## config.mk

```make
export PLATFORM = sky130hd
export DESIGN_NAME = memory_arbiter
export DESIGN_NICKNAME = d
export VERILOG_FILES = /design/src/rtl/memory_arbiter.sv
export SDC_FILE = /design/constraint.sdc
export NUM_CORES = 1
export LEC_CHECK = 0
export ABC_AREA = 1
export CORE_AREA = 2 2 116 118
export CTS_CLUSTER_DIAMETER = 200
export CTS_CLUSTER_SIZE = 8
export DETAILED_ROUTE_END_ITERATION = 8
export DIE_AREA = 0 0 118 120
export DONT_BUFFER_PORTS = 1
export GPL_TIMING_DRIVEN = 0
export SLEW_MARGIN = 20
export SYNTH_ARGS = -nofsm -noshare
export SYNTH_HDL_FRONTEND = slang
export SYNTH_SLANG_ARGS = --single-unit
```

## constraint.sdc

```tcl
create_clock -name clk -period 3.9 [get_ports clk]
set_input_delay 1.17 -clock clk [delete_from_list [all_inputs] [get_ports clk]]
set_output_delay 1.17 -clock clk [all_outputs]
set_load 0.01 [all_outputs]
```

## src/rtl/memory_arbiter.sv

```systemverilog
// Round-robin arbiter sharing one fixed-latency memory port between the
// instruction-side and data-side cache controllers; single-word transactions.
module memory_arbiter #(
  parameter int ADDR_WIDTH = 32,
  parameter int DATA_WIDTH = 32,
  parameter int LATENCY    = 4
) (
  input  logic                  clk,
  input  logic                  rst,
  input  logic                  i_req,
  input  logic                  i_we,
  input  logic [ADDR_WIDTH-1:0] i_addr,
  input  logic [DATA_WIDTH-1:0] i_wdata,
  output logic                  i_ack,
  output logic [DATA_WIDTH-1:0] i_rdata,
  input  logic                  d_req,
  input  logic                  d_we,
  input  logic [ADDR_WIDTH-1:0] d_addr,
  input  logic [DATA_WIDTH-1:0] d_wdata,
  output logic                  d_ack,
  output logic [DATA_WIDTH-1:0] d_rdata,
  output logic [ADDR_WIDTH-1:0] mem_addr,
  output logic [DATA_WIDTH-1:0] mem_wdata,
  output logic                  mem_we,
  input  logic [DATA_WIDTH-1:0] mem_rdata,
  output logic                  busy,
  output logic                  owner
);

  localparam int CNT_W = $clog2(LATENCY + 1);

  typedef enum logic [1:0] {IDLE, BUSY, RESP} state_t;

  state_t                state_q;
  logic [CNT_W-1:0]      cnt_q;
  logic                  we_q;
  logic                  last_owner_q;
  logic                  owner_q;
  logic                  busy_q;
  logic                  i_ack_q;
  logic                  d_ack_q;
  logic                  mem_we_q;
  logic [ADDR_WIDTH-1:0] mem_addr_q;
  logic [DATA_WIDTH-1:0] mem_wdata_q;
  logic [DATA_WIDTH-1:0] i_rdata_q;
  logic [DATA_WIDTH-1:0] d_rdata_q;

  // Data side wins when it is alone, or when both ask and instruction went last.
  logic grant_d_d;
  always_comb begin
    grant_d_d = d_req && (!i_req || !last_owner_q);
  end

  always_ff @(posedge clk) begin
    if (rst) begin
      state_q      <= IDLE;
      cnt_q        <= '0;
      we_q         <= 1'b0;
      last_owner_q <= 1'b0;
      owner_q      <= 1'b0;
      busy_q       <= 1'b0;
      i_ack_q      <= 1'b0;
      d_ack_q      <= 1'b0;
      mem_we_q     <= 1'b0;
      mem_addr_q   <= '0;
      mem_wdata_q  <= '0;
      i_rdata_q    <= '0;
      d_rdata_q    <= '0;
    end else begin
      case (state_q)
        IDLE: begin
          i_ack_q  <= 1'b0;
          d_ack_q  <= 1'b0;
          mem_we_q <= 1'b0;
          if (i_req || d_req) begin
            owner_q      <= grant_d_d;
            last_owner_q <= grant_d_d;
            we_q         <= grant_d_d ? d_we : i_we;
            mem_we_q     <= grant_d_d ? d_we : i_we;
            mem_addr_q   <= grant_d_d ? d_addr : i_addr;
            mem_wdata_q  <= grant_d_d ? d_wdata : i_wdata;
            cnt_q        <= CNT_W'(LATENCY - 1);
            busy_q       <= 1'b1;
            state_q      <= BUSY;
          end
        end
        BUSY: begin
          // Write strobe lives only in the first BUSY cycle.
          mem_we_q <= 1'b0;
          if (cnt_q == '0) begin
            if (!we_q) begin
              if (owner_q) d_rdata_q <= mem_rdata;
              else         i_rdata_q <= mem_rdata;
            end
            i_ack_q <= !owner_q;
            d_ack_q <= owner_q;
            state_q <= RESP;
          end else begin
            cnt_q <= cnt_q - CNT_W'(1);
          end
        end
        RESP: begin
          i_ack_q <= 1'b0;
          d_ack_q <= 1'b0;
          busy_q  <= 1'b0;
          state_q <= IDLE;
        end
        default: begin
          state_q <= IDLE;
        end
      endcase
    end
  end

  assign i_ack     = i_ack_q;
  assign d_ack     = d_ack_q;
  assign i_rdata   = i_rdata_q;
  assign d_rdata   = d_rdata_q;
  assign mem_addr  = mem_addr_q;
  assign mem_wdata = mem_wdata_q;
  assign mem_we    = mem_we_q;
  assign busy      = busy_q;
  assign owner     = owner_q;

endmodule

```

==> results <==
- The run finished with clean final reports.
- The total stage count of the critical path is 0.
- The first-pass iteration count of the detailed router is 6.
- The final instance count without filler cells is 1170.
- In the finished design, the share of the clock period the worst path needs comes to 0.537.
- The number of cell instances on the worst register-to-register path is 8.
- The power density over cell area is 544 nW/um^2.
- The post-synthesis net count is between 1000 and 1500.
- The area of the placeable core is 13000 sq um.
- The post-synthesis sequential element count is around 140.
- In this run the horizontal extent of the chip is 118 um.
- The area of the mapped netlist is 6200 sq um.
- The detailed placer's ending HPWL is 12.3 mm.
- The routed layout has 5333 vias.
- In the post-synthesis netlist, the cell with the most instances is nand2_1.
- At the worst endpoint, the required time is 2.73 ns.
- The arrival time of data at the critical path endpoint is just over 0.9 ns.
- In this run, synthesis inferred 0 flip-flops with an integrated enable.
- The post-detailed-route count of antenna-violating nets is 0.
- The initial utilization of the core area, before any placement, comes to 0.478.
- The routed length per instance is 13.8 um.
- The first global-routing pass estimated between 20 and 30 mm of wire.
- The area added between synthesis and finish is 13.2%.
- The detail-routed via count per cell is around 4.6.
- The first-iteration detailed-routing DRC count is around 160.
- The number of warnings reported in the yosys synthesis log is 0.
- Of all flip-flops after synthesis, the portion carrying an async set or reset was 0.
- Of the post-synthesis cell area, the dominant cell type holds 0.449.
- The cell taking the most area after synthesis is dfxtp_1.
- The number of top-level pins is 299.
- In this run the static leakage power is roughly 3.8 nW.
- The number of setup buffers added after CTS is 0.
- The number of global-route vias before repair came to 4888.
- Of the cells placed in the final design, the portion with a size suffix greater than 1 is 0.106.
- The main flop type after synthesis is dfxtp_1.
- In the synthesized netlist, the number of instances is 961.
- The buffer depth of the longest clock path is 2.
- The die covers 14200 sq um.
- Of all nets on the critical path, the largest fanout is 6.
- The setup path with the least slack is of type reg2out.
- Sorting the synthesized cells by area gives the leading types as dfxtp_1, nand2_1, nor2_1.
- The number of placed instances, taps included, is about 1100.
- The depth of the CTS H-tree is 4.
- The number of hold buffers added after cts is 0.
- Across the VDD grid, the largest voltage drop is 0.289 mV.
- At the pin with the least slew margin, the transition time is a little over 0.5 ns.
- The cell sitting at the root of the clock tree is a clkbuf_16.
- The netlist uses 20 different library cells.
- In this run, post-CTS repair resized a total of 0 instances.
- The y dimension of the die is 120 um.
- The mean instance size in the synthesized netlist is 6.45 sq um.
- The clock drives 139 sinks.
- Setup violations remaining at the end of the flow were counted as 0.
- The number of fillers in the final layout is 1383.
- TritonCTS created 17 clock buffers.
- For the finished layout, the period the worst path requires is 2.09 ns.
- Clock-pin slew was measured on the worst setup and hold paths at 0.05 ns.
- The maximum frequency from static timing analysis is between 400 and 500 MHz.
- The routability congestion estimate from global placement is 0.780.
- TritonCTS built the clock tree.
- The largest net degree at the start of global routing is 17.
- The number of I/O port buffers is 0.
- In the routed design, unresolved DRC markers number 0.
- The number of endpoints with negative hold slack in the final report is 0.
- Across the routed clock network, the largest skew measured is roughly 0.0086 ns.
- The net count reported at finish is 1148.
- The overall global routing resource usage is 0.228.
- Across the whole layout, storage elements account for around 2800 sq um.
- The tool flagged a number of max-cap violations equal to 0.
- The classification of the worst-slack hold path is reg2reg.
- Of the synthesized area, sequential elements account for 0.449.
- Measured against its own limit, the worst slew margin works out to 0.658.
- The max-slew violation total from the final report is 0.
- Adding up every negative setup slack in the final design gives 0 ns.
- For this block, the routed nets add up to roughly 16 mm of wire.
- Ranked by instance count, the synthesized netlist is headed by nand2_1, nor2_1, inv_1.
- Summed over all layers, the global routing overflow is 0.
- The number of cells on the worst hold path is 2.
- STA classifies the critical path endpoint as an output pin.
- The later pin in the worst-skew pair is clocked with a latency of 0.41 ns.
- The initial antenna violation count is 1.
- In the final layout, the multi-input gates occupy 2590 sq um.
- The number of placement rows is 42.
- The category of the worst setup path launch point is a register.
- Setup repair after global routing left no endpoint under its margin.
cells in the final DEF (no fill, tap or decap):
cell type / netlist / layout
a21oi_1: 5 / 5
buf_2: 24 / 24
buf_4: 10 / 10
buf_6: 6 / 6
bufinv_16: 0 / 3
clkbuf_1: 8 / 13
clkbuf_16: 0 / 17
clkbuf_8: 0 / 3
clkinv_2: 0 / 3
clkinvlp_4: 0 / 1
dfxtp_1: 139 / 139
diode_2: 0 / 1
ha_1: 2 / 2
inv_1: 141 / 141
inv_2: 2 / 2
nand2_1: 345 / 345
nand2_2: 1 / 1
nand2_4: 2 / 2
nand3_1: 34 / 34
nand3b_1: 1 / 1
nor2_1: 171 / 171
nor2_2: 3 / 3
nor2_4: 1 / 1
o21ai_0: 17 / 17
o21ai_1: 20 / 20
or2_2: 29 / 29
metrics by stage:
step | hold WS, ns | power, mW | worst slack [ns] | utilization | cell area [sq um]
5_1_grt | 0.510 | 4.01 | 1.77 | 0.541 | 7020
4_1_cts | 0.492 | 3.86 | 1.78 | 0.541 | 7020
3_3_place_gp | 0.479 | 2.22 | 1.52 | 0.495 | 6420
2_1_floorplan | 0.443 | 2.09 | 1.85 | - | 6200
6_report | 0.496 | 3.82 | 1.81 | 0.541 | 7020
3_5_place_dp | 0.485 | 2.22 | 1.51 | 0.495 | 6420
where the power goes:
group          internal (mW)  total, mW  switching, mW
clock                   1.05       1.63          0.578
combinational          0.166      0.445          0.279
sequential              1.57       1.74          0.175
final timing paths:
path	from	to	slack, ns
worst min-delay path	we_q$_SDFFE_PP0P_	we_q$_SDFFE_PP0P_	0.50
worst min register to register	we_q$_SDFFE_PP0P_	we_q$_SDFFE_PP0P_	0.50
worst max-delay path	owner$_SDFFE_PP0P_	owner	1.81
worst max register to register	cnt_q[0]$_SDFFE_PP0P_	d_rdata[1]$_SDFFE_PP0P_	2.34
logic make-up after synthesis:
group / Yosys count / synth area share
DFF: 139 / 0.449
and+or+nand+nor: 587 / 0.380
AOI/OAI and AO/OA: 42 / 0.0339
adders and majority gates: 2 / 0.00403
buffers and inverters: 191 / 0.134
area by class of cell:
type	instances	share of cell area
Sequential cell	139	0.396
Multi-Input combinational cell	631	0.369
Inverter	143	0.0764
Clock buffer	25	0.0691
Buffer	48	0.0417
Tap cell	176	0.0314
Clock inverter	7	0.0160
Antenna cell	1	0.000356
registers in the layout, indices dropped and copies added, names as in the netlist:
| register | cells |
|---|---|
| busy | 1 |
| cnt_q | 3 |
| d_ack | 1 |
| d_rdata | 32 |
| i_ack | 1 |
| i_rdata | 32 |
| mem_addr | 32 |
| mem_wdata | 32 |
| mem_we | 1 |
| owner | 1 |
| state_q | 2 |
| we_q | 1 |
per-layer routing:
| layer | part of all wire | track usage | wire (um) | vias up |
|---|---|---|---|---|
| li1 | - | - | - | 2852 |
| met1 | 0.40 | 0.258 | 6420 | 2265 |
| met2 | 0.48 | 0.379 | 7760 | 189 |
| met3 | 0.098 | 0.0984 | 1580 | 27 |
| met4 | 0.023 | 0.0904 | 369 | 0 |
| met5 | 0 | 0 | 0 | - |
No activity file was read; power rests on OpenSTA's default activity.
